File: src/rtl/dafx_pkg.sv
// rtl/dafx_pkg.sv - shared DAFX datapath widths, mixer defaults and mixer state encoding
package dafx_pkg;

    localparam int AUDIO_WIDTH_C          = 24;
    localparam int GAIN_WIDTH_C           = 24;
    localparam int Q_BITS_C               = 11;
    localparam int GAIN_Q_BITS_C          = Q_BITS_C;
    localparam int MIXER_NR_OF_CHANNELS_C = 3;

    typedef enum logic [1:0] {
        IDLE,
        MAC,
        SCALE,
        OUT
    } mixer_state_t;

endpackage

File: src/rtl/dafx_saturate.sv
// rtl/dafx_saturate.sv - arithmetic right shift (floor) followed by clamp to a narrower signed width
module dafx_saturate #(
    parameter int IN_W  = 56,
    parameter int OUT_W = 24,
    parameter int SHIFT = 11
) (
    input  logic signed [IN_W-1:0]  din,
    output logic signed [OUT_W-1:0] dout,
    output logic                    clip
);

    logic signed [IN_W-1:0]   shifted;
    logic        [IN_W-OUT_W:0] upper;

    assign shifted = din >>> SHIFT;
    assign upper   = shifted[IN_W-1:OUT_W-1];

    // In range only when every bit above the output sign bit matches it.
    assign clip = ~((&upper) | ~(|upper));

    always_comb begin
        dout = shifted[OUT_W-1:0];
        if (clip) begin
            dout = shifted[IN_W-1] ? {1'b1, {(OUT_W-1){1'b0}}} : {1'b0, {(OUT_W-1){1'b1}}};
        end
    end

endmodule

File: src/rtl/dafx_channel_mixer.sv
// rtl/dafx_channel_mixer.sv - N-channel gain/mute mixer with one time-shared multiplier
// Optional peak meter output sr_peak when DAFX_MIXER_PEAK_EN is defined.
module dafx_channel_mixer
    import dafx_pkg::*;
#(
    parameter int AUDIO_WIDTH_P    = AUDIO_WIDTH_C,
    parameter int GAIN_WIDTH_P     = GAIN_WIDTH_C,
    parameter int Q_BITS_P         = GAIN_Q_BITS_C,
    parameter int NR_OF_CHANNELS_P = MIXER_NR_OF_CHANNELS_C
) (
    input  logic                                      clk,
    input  logic                                      rst_n,
    input  logic                                      x_valid,
    output logic                                      x_ready,
    input  logic [NR_OF_CHANNELS_P*AUDIO_WIDTH_P-1:0] x_data,
    input  logic [NR_OF_CHANNELS_P*GAIN_WIDTH_P-1:0]  cr_gain,
    input  logic [NR_OF_CHANNELS_P-1:0]               cr_mute,
    output logic                                      y_valid,
    input  logic                                      y_ready,
    output logic [AUDIO_WIDTH_P-1:0]                  y_data,
    output logic                                      sr_clip,
    input  logic                                      cmd_clear_status
`ifdef DAFX_MIXER_PEAK_EN
    ,
    output logic [AUDIO_WIDTH_P-2:0]                  sr_peak
`endif
);

    localparam int PROD_W = AUDIO_WIDTH_P + GAIN_WIDTH_P;
    localparam int ACC_W  = PROD_W + $clog2(NR_OF_CHANNELS_P) + 1;
    localparam int CNT_W  = (NR_OF_CHANNELS_P > 1) ? $clog2(NR_OF_CHANNELS_P) : 1;
    localparam logic [CNT_W-1:0] LAST_CH = CNT_W'(NR_OF_CHANNELS_P - 1);

    mixer_state_t state, next_state;

    logic signed [AUDIO_WIDTH_P-1:0] samp_q [NR_OF_CHANNELS_P];
    logic signed [GAIN_WIDTH_P-1:0]  gain_q [NR_OF_CHANNELS_P];
    logic        [NR_OF_CHANNELS_P-1:0] mute_q;
    logic        [CNT_W-1:0]         cnt;
    logic signed [ACC_W-1:0]         acc;
    logic signed [PROD_W-1:0]        samp_ext, gain_ext, prod;
    logic signed [AUDIO_WIDTH_P-1:0] sat_y;
    logic                            sat_clip;
    logic                            accept;

    assign x_ready = rst_n && (state == IDLE);
    assign accept  = x_valid && x_ready;

    always_ff @(posedge clk) begin
        if (!rst_n) begin
            state <= IDLE;
        end else begin
            state <= next_state;
        end
    end

    always_comb begin
        next_state = state;
        case (state)
            IDLE:    if (x_valid)         next_state = MAC;
            MAC:     if (cnt == LAST_CH)  next_state = SCALE;
            SCALE:                        next_state = OUT;
            OUT:     if (y_ready)         next_state = IDLE;
            default:                      next_state = IDLE;
        endcase
    end

    assign samp_ext = PROD_W'(samp_q[cnt]);
    assign gain_ext = PROD_W'(gain_q[cnt]);
    assign prod     = samp_ext * gain_ext;

    dafx_saturate #(
        .IN_W  (ACC_W),
        .OUT_W (AUDIO_WIDTH_P),
        .SHIFT (Q_BITS_P)
    ) u_saturate (
        .din  (acc),
        .dout (sat_y),
        .clip (sat_clip)
    );

    always_ff @(posedge clk) begin
        if (!rst_n) begin
            for (int i = 0; i < NR_OF_CHANNELS_P; i++) begin
                samp_q[i] <= '0;
                gain_q[i] <= '0;
            end
            mute_q  <= '0;
            cnt     <= '0;
            acc     <= '0;
            y_valid <= 1'b0;
            y_data  <= '0;
        end else begin
            case (state)
                IDLE: begin
                    if (accept) begin
                        // Snapshot controls so host writes mid-frame cannot corrupt the mix.
                        for (int i = 0; i < NR_OF_CHANNELS_P; i++) begin
                            samp_q[i] <= x_data[i*AUDIO_WIDTH_P +: AUDIO_WIDTH_P];
                            gain_q[i] <= cr_gain[i*GAIN_WIDTH_P +: GAIN_WIDTH_P];
                        end
                        mute_q <= cr_mute;
                        acc    <= '0;
                        cnt    <= '0;
                    end
                end
                MAC: begin
                    if (!mute_q[cnt]) begin
                        acc <= acc + ACC_W'(prod);
                    end
                    cnt <= cnt + CNT_W'(1);
                end
                SCALE: begin
                    y_data  <= sat_y;
                    y_valid <= 1'b1;
                end
                OUT: begin
                    if (y_ready) begin
                        y_valid <= 1'b0;
                    end
                end
                default: ;
            endcase
        end
    end

    always_ff @(posedge clk) begin
        if (!rst_n) begin
            sr_clip <= 1'b0;
        end else if (state == SCALE && sat_clip) begin
            sr_clip <= 1'b1;
        end else if (cmd_clear_status) begin
            sr_clip <= 1'b0;
        end
    end

`ifdef DAFX_MIXER_PEAK_EN
    logic [AUDIO_WIDTH_P-2:0] abs_y;

    // |min negative| does not fit, so it reads as full scale.
    always_comb begin
        abs_y = y_data[AUDIO_WIDTH_P-2:0];
        if (y_data[AUDIO_WIDTH_P-1]) begin
            if (y_data[AUDIO_WIDTH_P-2:0] == '0) begin
                abs_y = '1;
            end else begin
                abs_y = ~y_data[AUDIO_WIDTH_P-2:0] + 1'b1;
            end
        end
    end

    always_ff @(posedge clk) begin
        if (!rst_n) begin
            sr_peak <= '0;
        end else if (y_valid && y_ready) begin
            if (abs_y > sr_peak) begin
                sr_peak <= abs_y;
            end
        end else if (cmd_clear_status) begin
            sr_peak <= '0;
        end
    end
`endif

endmodule

File: config.mk
export PLATFORM = sky130hd
export DESIGN_NAME = dafx_channel_mixer
export DESIGN_NICKNAME = d
export VERILOG_FILES = /design/src/rtl/dafx_pkg.sv /design/src/rtl/dafx_saturate.sv /design/src/rtl/dafx_channel_mixer.sv
export SDC_FILE = /design/constraint.sdc
export NUM_CORES = 2
export LEC_CHECK = 0
export BUFFER_PORTS_ARGS = -buffer_cell sky130_fd_sc_hd__buf_4
export CAP_MARGIN = 15
export CORE_UTILIZATION = 37
export CTS_CLUSTER_SIZE = 40
export DETAILED_ROUTE_END_ITERATION = 16
export HOLD_SLACK_MARGIN = 0.1
export SLEW_MARGIN = 20
export SYNTH_ARGS = -nofsm -noshare
export SYNTH_HDL_FRONTEND = slang
export SYNTH_SLANG_ARGS = --single-unit
File: constraint.sdc
create_clock -name clk -period 7.7 [get_ports clk]
set_input_delay 0.77 -clock clk [delete_from_list [all_inputs] [get_ports clk]]
set_output_delay 0.77 -clock clk [all_outputs]
set_load 0.02 [all_outputs]
==> results.sh <==
export IMPL_routedWlPerCell_um=18.9
export IMPL_cts_clk_slew_worst_paths_ns=0.06
export IMPL_diodes=0
export IMPL_synth_area_leaders="fa_1, edfxtp_1, inv_1"
export IMPL_ys_flop_type="edfxtp_1"
export IMPL_fin_crit_sh=0.968
export IMPL_criticalPathCategory="reg -> reg"
export IMPL_clock_sinks=230
export IMPL_dp_cells=4774
export IMPL_fin_nets=4669
export IMPL_syn_to_final_growth_pct=16.2
export IMPL_antenna_found_initial=0
export IMPL_hp_class="in -> reg"
export IMPL_worstPathArrival_ns=7.94
export IMPL_insertion_delay_ns=0.58
export IMPL_setup_viol_count_final=0
export IMPL_synth_area_per_cell_sq_um=9.57
export IMPL_tightestPinTransition_ns=1.06
export IMPL_slew_headroom=0.293
export IMPL_numCtsBuffers=28
export IMPL_synth_top_area_cell="fa_1"
export IMPL_port_buffers=178
export IMPL_ant_nets=0
export IMPL_syn_area_sq_um=32700
export IMPL_rsz0062_at_grt="yes"
export IMPL_htree_num_levels=1
export IMPL_fmax_mhz=134
export IMPL_yosysMostFrequentCell="inv_1"
export IMPL_cap_violations=0
export IMPL_ys_ff_latch=230
export IMPL_drt_iter0_markers=1512
export IMPL_critPathMaxFanout=24
export IMPL_finalMaxSlewViolations=0
export IMPL_yosysTopAreaCellShare=0.411
export IMPL_drive_above_1_share=0.135
export IMPL_grt_overflow=0
export IMPL_drt_first_pass_iters=5
export IMPL_finalHoldViolCount=0
export IMPL_syn_inst=3422
export IMPL_ctsRootBufferMaster="clkbuf_16"
export IMPL_cp_start_kind="flop"
export IMPL_synthArstFlopShare=0
export IMPL_synth_edf_count=144
export IMPL_finClkSkew_ns=0.0134
export IMPL_synth_cell_types=73
export IMPL_setup_tns_ns=0
export IMPL_hpwl_um=75800
export IMPL_fp_coreArea_sq_um=87200
export IMPL_first_global_vias=24900
export IMPL_die_x_um=299
export IMPL_grt_total_usage=0.204
export IMPL_cp_end_kind="flop"
export IMPL_routed_wl_um=91500
export IMPL_grt_pass1_wl_um=141000
export IMPL_status="finished, final reports clean"
export IMPL_place_gp_congestion=0.971
export IMPL_stdcell_count=4848
export IMPL_grt_max_degree=102
export IMPL_fp_dieArea_sq_um=89700
export IMPL_rows=108
export IMPL_vias_per_cell=4.94
export IMPL_yosysWarnings=0
export IMPL_start_util=0.376
export IMPL_yosysSeqAreaShare=0.185
export IMPL_dieHeight_um=299
export IMPL_drcViolationCount=0
export IMPL_min_period_ns=7.46
export IMPL_cp_required_ns=8.18
export IMPL_ios=179
export IMPL_cts_tree="done"
export IMPL_synth_nets=4417
export IMPL_clk_path_buf_depth=3
export IMPL_synth_commonest_cells="inv_1, fa_1, nand2_1"
export IMPL_vias=23900
[routing by layer]
metal | track usage | routed length (um) | vias up
li1 | - | - | 10900
met5 | 0 | 0 | -
met2 | 0.374 | 48700 | 667
met3 | 0.0296 | 5370 | 129
met1 | 0.253 | 35100 | 12300
met4 | 0.0473 | 2220 | 0
[path summary, 6_finish.rpt]
check,end,slack (ns),cells past startpoint,from
max,acc[48]$_SDFFE_PN0P_,0.24,26,flop
max reg2reg,acc[48]$_SDFFE_PN0P_,0.24,26,flop
min reg2reg,mute_q[0]$_SDFFE_PN0P_,0.46,2,mute_q[0]$_SDFFE_PN0P_
min,mute_q[2]$_SDFFE_PN0P_,0.38,3,cr_mute[2]
[registers in the layout (all words and copies together) (netlist names), named ones only]
name and flops:
y_data 24, y_valid 1, state 2, cnt 2, samp_q 72, gain_q 72
acc 51, mute_q 3, sr_clip 1
[placed cells by master (no fill, tap or decap), types with 12 or more instances in the layout]
master,Yosys,final
xnor2_1,34,34
o21ai_0,94,77
buf_6,1,14
fa_1,672,668
clkbuf_16,0,30
and2_1,174,174
a22oi_1,26,26
nand4_1,17,17
buf_4,1,329
o21ai_1,33,34
o21ai_2,2,12
xor2_1,19,19
nand3_1,15,15
nor2b_1,37,37
nand2_1,439,438
a21oi_1,101,93
inv_1,731,730
ha_1,171,170
dfxtp_1,86,84
nand2b_1,24,23
buf_12,0,31
a21o_1,20,20
nor2_1,252,251
mux2i_1,51,46
edfxtp_1,144,144
o21a_1,41,31
[critical path: stages (launching register included)]
cell and delay, ns:
dfxtp_4 0.46, buf_6 0.19, buf_4 0.17, buf_4 0.21, nor2_1 0.07, a21oi_2 0.15
buf_12 0.20, nand2b_1 0.16, fa_1 0.45, fa_1 0.50, inv_1 0.05, fa_1 0.48
fa_1 0.52, fa_1 0.45, fa_1 0.52, inv_1 0.06, fa_1 0.47, inv_1 0.04
ha_1 0.32, a21oi_1 0.20, o21ai_0 0.16, or4_1 0.51, o211a_4 0.19, a21oi_4 0.22
o31a_1 0.22, a21boi_1 0.08, o311ai_1 0.26
[repair_timing]
item	CTS	global route
endpoints found under the setup margin	17	22
resized for setup	5	69
cloned	0	4
pin swaps	0	11
hold buffers	0	0
setup buffers	1	20
[kinds of logic (layout without fill, tap and decap cells)]
kind of cell	Yosys count	in the layout	share of synthesized area
fa+ha+maj	843	843	0.476
simple gates	985	985	0.136
flops	230	230	0.185
xor+xnor	53	53	0.0142
compound gates	372	372	0.0697
mux	51	51	0.0156
buf+inv	888	1159	0.104
[through the flow]
step | util | setup slack (ns) | hold slack, ns | instance area, sq um
5_1_grt | 0.436 | -0.0442 | 0.368 | 38000
2_1_floorplan | - | 0.0283 | 0.433 | 32700
3_5_place_dp | 0.421 | -0.186 | 0.452 | 36700
6_report | 0.436 | 0.244 | 0.381 | 38000
3_3_place_gp | 0.421 | -0.144 | 0.449 | 36700
4_1_cts | 0.431 | 0.0288 | 0.350 | 37600
[cell type report]
| cell class | count | area [sq um] |
|---|---|---|
| Fill cell | 8432 | 49100 |
| Multi-Input combinational cell | 2304 | 23600 |
| Sequential cell | 230 | 6050 |
| Timing Repair Buffer | 379 | 3330 |
| Inverter | 731 | 2740 |
| Tap cell | 1155 | 1450 |
| Clock buffer | 33 | 739 |
| Clock inverter | 16 | 135 |
Power is not shown: default switching activity piles up to over one toggle a cycle in this logic, so the estimate is an artifact.
